**src/rtl/tl45_fetch.sv**
```systemverilog
// tl45_fetch: instruction fetch stage feeding decode.
// Masters a pipelined Wishbone read bus, keeps the PC and presents one
// {pc, instruction} pair per fetch. All other times it presents an all-zero bubble.
// Optional build macro: TL45_FETCH_BUSERR_TRAP_EN.
//   Defined: a bus error delivers an illegal-opcode word with o_fetch_err set,
//            then halts fetching until a flush.
//   Undefined: a bus error retries the same PC, and o_fetch_err stays 0.
//
// Decode handshake: o_buf_pc/o_buf_inst hold a valid pair while out_valid_q is 1.
// The pair is consumed on the rising edge where i_pipe_stall is 0.
// While i_pipe_stall is 1 the pair is held unchanged.
// A new bus request is only issued once the pair has been consumed, so the
// stage never needs a second holding register.
module tl45_fetch #(
  parameter logic [31:0] RESET_PC = 32'h0000_0000
) (
  input  logic        i_clk,
  input  logic        i_reset,
  input  logic        i_pipe_stall,
  input  logic        i_pipe_flush,
  input  logic [31:0] i_new_pc,
  output logic        o_wb_cyc,
  output logic        o_wb_stb,
  output logic [29:0] o_wb_addr,
  input  logic        i_wb_ack,
  input  logic        i_wb_stall,
  input  logic        i_wb_err,
  input  logic [31:0] i_wb_data,
  output logic [31:0] o_buf_pc,
  output logic [31:0] o_buf_inst,
  output logic        o_fetch_err,
  output logic [2:0]  o_dbg_state
);

  typedef enum logic [2:0] {
    S_REQ     = 3'd0,
    S_ACK     = 3'd1,
    S_HOLD    = 3'd2,
    S_DISCARD = 3'd3
`ifdef TL45_FETCH_BUSERR_TRAP_EN
    ,
    S_HALT    = 3'd4
`endif
  } state_t;

  state_t      state_q, state_d;
  logic [31:0] pc_q, pc_d;
  logic [31:0] buf_pc_q, buf_pc_d;
  logic [31:0] buf_inst_q, buf_inst_d;
  logic        fetch_err_q, fetch_err_d;
  logic        out_valid_q, out_valid_d;

  // The two low bits of a redirect target are always dropped.
  logic unused_new_pc_lsb;
  assign unused_new_pc_lsb = ^i_new_pc[1:0];

  // Register all stage state. Reset is asynchronous and lands on a request of RESET_PC.
  always_ff @(posedge i_clk or posedge i_reset) begin
    if (i_reset) begin
      state_q     <= S_REQ;
      pc_q        <= RESET_PC;
      buf_pc_q    <= 32'h0;
      buf_inst_q  <= 32'h0;
      fetch_err_q <= 1'b0;
      out_valid_q <= 1'b0;
    end else begin
      state_q     <= state_d;
      pc_q        <= pc_d;
      buf_pc_q    <= buf_pc_d;
      buf_inst_q  <= buf_inst_d;
      fetch_err_q <= fetch_err_d;
      out_valid_q <= out_valid_d;
    end
  end

  // Next-state and next-buffer logic. A flush overrides everything computed above it.
  always_comb begin
    state_d     = state_q;
    pc_d        = pc_q;
    buf_pc_d    = buf_pc_q;
    buf_inst_d  = buf_inst_q;
    fetch_err_d = fetch_err_q;
    out_valid_d = out_valid_q;

    case (state_q)
      S_REQ: begin
        if (!i_wb_stall) state_d = S_ACK;
      end
      S_ACK: begin
        if (i_wb_ack) begin
          buf_pc_d    = pc_q;
          buf_inst_d  = i_wb_data;
          out_valid_d = 1'b1;
          pc_d        = pc_q + 32'd4;
          state_d     = S_HOLD;
        end else if (i_wb_err) begin
`ifdef TL45_FETCH_BUSERR_TRAP_EN
          // Opcode 5'h1F is illegal, so decode flags the trap itself.
          buf_pc_d    = pc_q;
          buf_inst_d  = 32'hFFFF_FFFF;
          fetch_err_d = 1'b1;
          out_valid_d = 1'b1;
          state_d     = S_HALT;
`else
          state_d     = S_REQ;
`endif
        end
      end
      S_HOLD: begin
        if (!i_pipe_stall || !out_valid_q) begin
          buf_pc_d    = 32'h0;
          buf_inst_d  = 32'h0;
          fetch_err_d = 1'b0;
          out_valid_d = 1'b0;
          state_d     = S_REQ;
        end
      end
`ifdef TL45_FETCH_BUSERR_TRAP_EN
      S_HALT: begin
        if (!i_pipe_stall && out_valid_q) begin
          buf_pc_d    = 32'h0;
          buf_inst_d  = 32'h0;
          fetch_err_d = 1'b0;
          out_valid_d = 1'b0;
        end
      end
`endif
      S_DISCARD: begin
        if (i_wb_ack || i_wb_err) state_d = S_REQ;
      end
      default: state_d = S_REQ;
    endcase

    if (i_pipe_flush) begin
      buf_pc_d    = 32'h0;
      buf_inst_d  = 32'h0;
      fetch_err_d = 1'b0;
      out_valid_d = 1'b0;
      pc_d        = {i_new_pc[31:2], 2'b00};
      case (state_q)
        // An accepted strobe still owes us a response that must be dropped.
        S_REQ:            state_d = i_wb_stall ? S_REQ : S_DISCARD;
        // A response arriving with the flush closes the bus cycle right away.
        S_ACK, S_DISCARD: state_d = (i_wb_ack || i_wb_err) ? S_REQ : S_DISCARD;
        default:          state_d = S_REQ;
      endcase
    end
  end

  // Bus control is decoded from the state. Reset kills the cycle immediately.
  always_comb begin
    o_wb_cyc = 1'b0;
    o_wb_stb = 1'b0;
    if (!i_reset) begin
      case (state_q)
        S_REQ: begin
          o_wb_cyc = 1'b1;
          o_wb_stb = 1'b1;
        end
        S_ACK, S_DISCARD: o_wb_cyc = 1'b1;
        default: begin
          o_wb_cyc = 1'b0;
          o_wb_stb = 1'b0;
        end
      endcase
    end
  end

  assign o_wb_addr   = pc_q[31:2];
  assign o_buf_pc    = buf_pc_q;
  assign o_buf_inst  = buf_inst_q;
  assign o_fetch_err = fetch_err_q;
  assign o_dbg_state = state_q;

endmodule

```
**config.mk**
```make
export PLATFORM = sky130hd
export DESIGN_NAME = tl45_fetch
export DESIGN_NICKNAME = d
export VERILOG_FILES = /design/src/rtl/tl45_fetch.sv
export SDC_FILE = /design/constraint.sdc
export NUM_CORES = 1
export LEC_CHECK = 0
export BUFFER_PORTS_ARGS = -buffer_cell sky130_fd_sc_hd__buf_4
export CORE_AREA = 4 4 103 105
export DETAILED_ROUTE_END_ITERATION = 7
export DIE_AREA = 0 0 107 109
export PLACE_DENSITY = 0.73
export REMOVE_ABC_BUFFERS = 1
export SYNTH_ARGS = -nofsm -noshare
export SYNTH_HDL_FRONTEND = slang
export SYNTH_SLANG_ARGS = --single-unit
```
**constraint.sdc**
```tcl
create_clock -name i_clk -period 3 [get_ports i_clk]
set_clock_uncertainty 0.05 [all_clocks]
set_input_delay 0.45 -clock i_clk [delete_from_list [all_inputs] [get_ports i_clk]]
set_output_delay 0.45 -clock i_clk [all_outputs]
set_load 0.05 [all_outputs]
```
# == After elaboration in Yosys (flattened, before gate mapping) ==
# Index checks and enable logic that the tools add are counted.
# op_classes
eq_ne,8
n_reduce_logical,16
n_mux,30
addsub,1
# op_table
cell,count
32-bit two-way mux,8
32-bit one-hot mux with 2 select lines,2
"32-bit by 3-bit adder with 32-bit output, second input constant",1
3-bit two-way mux,6
"3-bit != test, second input constant",4
3-bit one-hot mux with 4 select lines,1
1-bit two-way mux,9
2-bit nonzero test,4
"3-bit by 2-bit == test with 1-bit output, second input constant",2
2-bit two-way mux,2
"4-bit != test, second input constant",1
2-bit one-hot mux with 2 select lines,1
2-bit AND reduction,2
4-bit AND reduction,1
"3-bit by 1-bit == test with 1-bit output, second input constant",1
3-bit logical NOT,1
3-bit AND reduction,1
3-bit nonzero test,1
3-bit OR reduction,1
1-bit logical NOT,2
1-bit logical OR,2
1-bit one-hot mux with 2 select lines,1
2-bit OR reduction,1
# word_totals
inputBits,71
reg_bits,101
output_inout_bits,100

# == Longest topological paths before layout ==
# Gate-level depths: netlist of run 1.
# depth
depth_word,5
depth_mapped,7
mapped_depth_nobuf,5

# == Least setup slack after synthesis of run 1 ==
# OpenSTA, ideal clock, no wires.
# synth_timing
path_type,input -> output
from,input port i_reset
to,output port o_wb_cyc
t_required_ns,2.500
setup_slack_ns,-0.587
arrival_time_ns,3.087
path_stages,2
path_buffers,0
cell_sequence,inv_1 -> and2_1
# synth_via
elab_chain_len,1
# synth_rtl
element,line,text
from (decl),18,"input logic i_reset,"
1-bit two-way mux,154,if (!i_reset) begin
to (decl),22,"output logic o_wb_cyc,"
# Every way passes these cells.

# == Worst setup path in the final report of run 1 ==
# layout_timing
from,"register state_q[0], in the netlist o_dbg_state[0]"
to,register pc_q[25]
# layout_via
elab_chain_len,3
# layout_rtl
element,line,text
from (decl),46,"state_t state_q, state_d;"
from (signal assigned),67,state_q <= state_d;
3-bit by 1-bit == test with 1-bit output,85,case (state_q)
2-bit nonzero test (no line),--,
2-bit AND reduction (no line),--,
to (signal assigned),68,pc_q <= pc_d;
to (decl),47,"logic [31:0] pc_q, pc_d;"
# Every way passes these cells.
# A chain may end at the register's enable or synchronous reset.

==> results.md, run 1 <==
- Worst path required time: 3.22 ns
- Worst min-delay path class: in2async
- Worst r2r dst: pc_q[25]
- Drt wl/cell: 17.3 µm
- Internal power: 1940 µW
- Syn avg cell area: 11.2 µm²
- Post-synth ARST share: 100%
- Critical Path, Cell by Cell: nand3b_4 -> or4_1 -> or4_1 -> a31oi_1
- Num Clock Sinks: 96
- TritonCTS clock tree: yes
- Synth Flop Type: dfrtp_1
- Yosys top cell by area: dfrtp_1
- Worst-Margin Slew: around 0.86 ns
- Post-CTS setup buffer count: 0
- CP max stage cell: or4_1
- Largest net degree at the start of global routing: 69
- Io pins: 171
- Register-to-Register Path Depth: 4
- Register area share after synthesis: 57.2%
- Max-slew violations: 0
- DP HPWL: 8030 µm
- Clock transition at path regs: 0.09 ns
- Worst Setup SP: o_dbg_state[0]
- Chip height: roughly 110 µm
- First-pass GRT wire length: 18700 µm
- Commonest non-fill, non-tap cell in the layout: buf_4
- H-tree Lvls: 3
- Final Critical Period: 2.47 ns
- Run status: finished, final reports clean
- P per Cell Area: 521 nW/µm²
- Root buffer cell: clkbuf_8
- FF+latch count, synth: 96
- Kind of end point of the critical path: register
- 1st-iter DRT viols: 204
- Remaining DRCs: 0
- Initial antenna violation count: 0
- Crit path buf inv count: 0
- Sw power: 1030 µW
- FP Rows: 36
- Port Buf Inserts: 166
- Combinational power share: 25.0%
- Switching Share: 34.6%
- GRT overflow: 0
- Post_cts resized: 0
- CTS buffer count: 9
- Most used cell, CP: or4_1
- Synth unique cells: 43
- Vias/cell: 5.42
- Hold Buf Count CTS: 0
- Sequential power share: 49.7%
- Vias in the first global route: between 3000 and 4000
- Crit path largest cell delay: 0.85 ns
- Fin nets: 597
- Crit path depth: 4
- Cells after synthesis: 374
- Global Route Usage Sum: 20.2%
- Initial DRT Pass Iterations: 4
- Die area: 11700 µm²
- Area grow syn2layout: 35.8%
- DRT Wirelength: 11400 µm
- Share of cells above drive strength 1: a little over a third
- Critical Path End: pc_q[25]
- Leakage: 0.00275 µW
- Critical path class: reg2reg
- Starting Density: between 40% and 50%
- Relative slew slack: 42.5%
- Vias post-DR: 3594
- CP Data Arrival Time: 2.70 ns
- Antenna Cells: 0
- Cell Area, Placed: 5540 µm²
- Worst-skew pair later-pin latency: 0.36 ns
- Maximum vdd ir drop: 0.000272 V
- RePlAce Congestion: between 0.7 and 0.8
- Crit path launch type: register
- R2R Setup Slk: 0.53 ns
- Die Wd: 107 µm
- Largest cells by area after synthesis: dfrtp_1, a22o_1, or4_1
- Detail Route Antenna Nets: 0
- Syn Std Cell Area: 4200 µm²
- Top cell type's share of synthesized area: 57.2%
- Worst path top cell family by delay: simple AND/OR/NAND/NOR gates
- Fin area: 5710 µm²
- Commonest cells after routing, fill and taps aside: buf_4, dfrtp_1, a22o_1
- Number of flops mapped to enable cells by yosys: 0
- Final setup vio count: 0
- Core ar.: 9640 µm²
- Critical path fanouts, max: 18
- Max clock buf depth: 2
- Fin util: 59.2%
- Final hold violation count: 0
- Clock network power share: between 20 and 30%
- RSZ-0062 raised after global routing: false
- Max frequency: 0.404 GHz
- Yosys Warn Count: 0
- Worst r2r src: o_dbg_state[0]
- Fin crit share: ~82%
- # Max-Cap Violations: 0
==> cell type report <==
class / instances / area [µm²]
fill: 863 / 3930
sequential: 96 / 2400
multi-input combinational: 243 / 1660
timing repair buffer: 171 / 1300
tap: 133 / 166
clock buffer: 13 / 149
clock inverter: 3 / 17.5
inverter: 4 / 17.5
==> Yosys cell counts, drive strengths merged, types with 2 or more instances <==
library cell and number:
a22o 62, a22oi 2, a31oi 15, and2 3
and3 4, and4 2, buf 11, clkbuf 21
dfrtp 96, inv 4, nand2 24, nand3 12
nand3b 2, nand4 11, nand4b 3, nor2 18
nor2b 2, nor3 4, nor4 4, o21ai 19
o31ai 11, or3 6, or4 13, xnor2 9
xor2 2
==> per-stage QoR <==
step	setup TNS (ns)	worst slack (ns)	cells	hold WS (ns)	power [µW]
3_5_place_dp	0	0.561	647	0.424	2250
6_report	0	0.528	663	0.0198	2970
4_1_cts	0	0.537	663	0.0316	3000
5_1_grt	0	0.437	663	0.0326	3120
2_1_floorplan	-23.69	-0.587	343	0.422	1950
3_3_place_gp	0	0.637	647	0.415	2230
==> layer usage <==
metal	wire [µm]	part of all wire [%]	GRT usage, %	up-vias
met3	678	5.9	4.38	14
met4	165	1.4	6.58	0
li1	-	-	-	1720
met1	5180	45	28.0	1747
met2	5420	47	31.8	113
met5	0	0	0	-
==> worst register-to-register path: stages (launching register included) <==
cell and delay [ns]:
dfrtp_1 0.57, nand3b_4 0.13, or4_1 0.85, or4_1 0.60, a31oi_1 0.19
==> power groups by stage <==
stage | registers, µW | clock network (µW) | logic, µW
floorplan | 1750 | 0 | 200
global placement | 1490 | 0 | 737
detailed placement | 1500 | 0 | 748
CTS | 1480 | 776 | 750
global route | 1500 | 835 | 789
finish | 1480 | 754 | 742
==> worst min-delay path by stage <==
stage                     endpoint  slack (ns)
floorplan              out_valid_q        0.42
global placement    o_dbg_state[0]        0.41
detailed placement  o_dbg_state[0]        0.42
CTS                    o_buf_pc[2]        0.03
global route        o_dbg_state[1]        0.03
finish              o_dbg_state[1]        0.02
==> kinds of logic after synthesis <==
family,count (synthesis),synth area share (%)
AO/OA/AOI/OAI,115,20.8
buffers and inverters,36,3.78
multiplexers,1,0.238
adder cells (fa/ha/maj),1,0.298
flip-flops,96,57.2
XOR/XNOR,11,2.29
other,1,0.0892
AND/OR/NAND/NOR,113,15.3
==> sequential cells by signal, summed over array words and instances, names as in the netlist <==
name / count
o_buf_inst: 32
o_dbg_state: 2
o_buf_pc: 31
pc_q: 30
out_valid_q: 1
No activity file was read; power rests on OpenSTA's default activity.
==> run 2, diff against run 1 <==
Settings changed: ABC_AREA set to 1, CORE_AREA 4 4 103 105 to 4 4 101 103, DIE_AREA 0 0 107 109 to 0 0 105 107, PLACE_DENSITY 0.73 to 0.77.
Clock period 3 ns to 2.5 ns, I/O delays scaled along.
==> run 2 against run 1 <==
Cell area grew 7.7%. Count of clock-buffer cells in the layout shrank 4. Highest routed layer unchanged. Die area is 3.7% lower. Total power rose by 50%. First-iteration DRC count increased by 19%. Clock power up 62%. Register-to-register slack better by 0.19 ns. Synthesized cell count grew 45%. Non-clock buffer count is 2 higher. Global-route usage is 3.5 points higher. Critical endpoint is now pc_q[28]. Fmax rose by 39%. Largest power group unchanged. Hold slack gained 0.032 ns.
==> results.md, run 2 <==
- Top cell type's share of synthesized area: 52.2%
- RePlAce Congestion: 0.909
- DP HPWL: 9600 µm
- 1st-iter DRT viols: approximately 240
- Die area: 11200 µm²
- Area grow syn2layout: 33.6%
- P per Cell Area: 727 nW/µm²
- Post-synth ARST share: 100%
- TritonCTS clock tree: yes
- R2R Setup Slk: around 0.72 ns
- Initial DRT Pass Iterations: 4
- Num Clock Sinks: 96
- Chip height: 107 µm
- Root buffer cell: clkbuf_8
- Relative slew slack: 60.4%
- Critical path class: reg2reg
- First-pass GRT wire length: 21400 µm
- Run status: finished, final reports clean
- Post-CTS setup buffer count: 0
- Worst-Margin Slew: just under 0.6 ns
- Syn avg cell area: between 8 and 9 µm²
- Vias post-DR: ~4300
- Maximum vdd ir drop: ~0.00041 V
- # Max-Cap Violations: 0
- Syn Std Cell Area: roughly 4600 µm²
- Sequential power share: 41.5%
- Register area share after synthesis: a little over half
- Die Wd: 105 µm
- Number of flops mapped to enable cells by yosys: 0
- Initial antenna violation count: 0
- Share of cells above drive strength 1: 29.1%
- Fin nets: a little under 800
- Critical Path End: pc_q[28]
- Yosys Warn Count: 0
- FP Rows: 35
- Clock transition at path regs: 0.10 ns
- Drt wl/cell: 16.2 µm
- H-tree Lvls: 3
- Worst Setup SP: pc_q[3]
- Worst-skew pair later-pin latency: 0.36 ns
- Final Critical Period: between 1.5 and 2 ns
- Largest cells by area after synthesis: dfrtp_1, nand2_1, a22o_1
- Commonest cells post-synth: nand2_1, dfrtp_1, inv_1, nor2_1, a22o_1
- Worst r2r src: pc_q[3]
- Internal power: 2780 µW
- Remaining DRCs: 0
- Placed cells: 800
- Largest net degree at the start of global routing: 65
- Register-to-Register Path Depth: 8
- CTS buffer count: 9
- Synth unique cells: 34
- Post_cts resized: 0
- Max-slew violations: 0
- Antenna Cells: 0
- Final hold violation count: 0
- Vias/cell: 5.33
- FF+latch count, synth: 96
- Critical path fanouts, max: 5
- Worst min-delay path class: in2async
- Starting Density: between 50% and 60%
- Fin crit share: 71.1%
- Commonest cells after routing, fill and taps aside: buf_4, nand2_1, dfrtp_1
- Max clock buf depth: 2
- Switching Share: 37.7%
- Hold Buf Count CTS: 0
- Worst r2r dst: pc_q[28]
- GRT overflow: 0
- Max reg flops: 32
- Detail Route Antenna Nets: 0
- Fill cells: 786
- Port Buf Inserts: about 170
- Non-Filler Instances: 815
- Worst path required time: 2.70 ns
- Max frequency: 0.563 GHz
- Clock network power share: 27.3%
- Combinational power share: 31.3%
- RSZ-0062 raised after global routing: false
- Count leader, synth: nand2_1
- Global Route Usage Sum: 23.7%
- Core ar.: 9200 µm²
- Synth Flop Type: dfrtp_1
- Leakage: 0.00320 µW
- Setup TNS: 0 ns
- Sw power: approximately 1700 µW
- Vias in the first global route: 4160
- Crit path launch type: register
- Yosys top cell by area: dfrtp_1
- Kind of end point of the critical path: register
- Io pins: 171
- Final setup vio count: 0
- Commonest non-fill, non-tap cell in the layout: buf_4
- CP Data Arrival Time: ~2.0 ns
- Cells after synthesis: 541
- DRT Wirelength: 13200 µm
## run 2: cell types whose count changed after synthesis, moves of 9 or more
cell / before / now
a22o_1: 62 / 35
a31oi_1: 15 / 3
clkbuf_1: 21 / 8
inv_1: 4 / 54
nand2_1: 24 / 147
nand3_1: 11 / 33
nor2_1: 18 / 45
o21ai_1: 0 / 26
o31ai_1: 11 / 0
or4_1: 13 / 0
xnor2_1: 9 / 0
## run 2: cell type report
type	instances	area, µm²	share of cell area, %
Clock buffer	9	124	2.01
Clock inverter	6	116	1.89
Inverter	57	216	3.52
Multi-Input combinational cell	363	1830	29.7
Sequential cell	96	2400	39.1
Tap cell	111	139	2.26
Timing Repair Buffer	173	1320	21.5
## run 2: worst min path at each step
stage / to / slack [ns]
after floorplan: out_valid_q / 0.41
after global placement: o_buf_pc[15] / 0.41
after detailed placement: o_buf_pc[23] / 0.42
after CTS: o_dbg_state[0] / 0.07
after global routing: o_buf_pc[21] / 0.09
final: o_dbg_state[0] / 0.05
## run 2: stage by stage
| step | instance area, µm² | hold WS, ns | power, µW | setup slack, ns | util [%] |
|---|---|---|---|---|---|
| finish | 6150 | 0.0513 | 4470 | 0.723 | 66.9 |
| global route | 6150 | 0.0892 | 4670 | 0.540 | 66.9 |
| CTS | 6150 | 0.0656 | 4500 | 0.702 | 66.9 |
| detailed placement | 5910 | 0.418 | 3290 | 0.723 | 64.3 |
| global placement | 5910 | 0.408 | 3260 | 0.796 | 64.3 |
| floorplan | 4440 | 0.411 | 2760 | -0.430 | - |
## run 2: power by group through the flow
stage               Clock, µW  Sequential [µW]  Combinational [µW]
floorplan                   0             2360                 401
global placement            0             1870                1390
detailed placement          0             1880                1400
CTS                      1240             1850                1410
global route             1300             1880                1490
finish                   1220             1850                1400
## run 2: cells by family (layout without fill, tap and decap cells)
group           Yosys count  after routing  synth area share (%)
other cells               1              2                0.0814
xor+xnor                  2              2                 0.381
simple gates            254            254                  23.6
flops                    96             96                  52.2
buf+inv                  83            245                  8.21
compound gates          104            104                  15.2
fa+ha+maj                 1              1                 0.272
## run 2: worst max-delay path: stages, from the launching register on
cell	delay, ns
dfrtp_1	0.44
ha_1	0.23
nand3_1	0.13
nor2_2	0.25
nand2_1	0.15
nor2_2	0.20
nand2_1	0.08
nand3_1	0.07
nand3_1	0.06
## run 2: metal layers
metal | GRT usage, % | vias up | share of wire (%)
met3 | 5.18 | 17 | 7.0
met4 | 6.65 | 0 | 1.5
met1 | 32.3 | 2023 | 45
met5 | 0 | - | 0
met2 | 38.5 | 187 | 46
li1 | - | 2114 | -
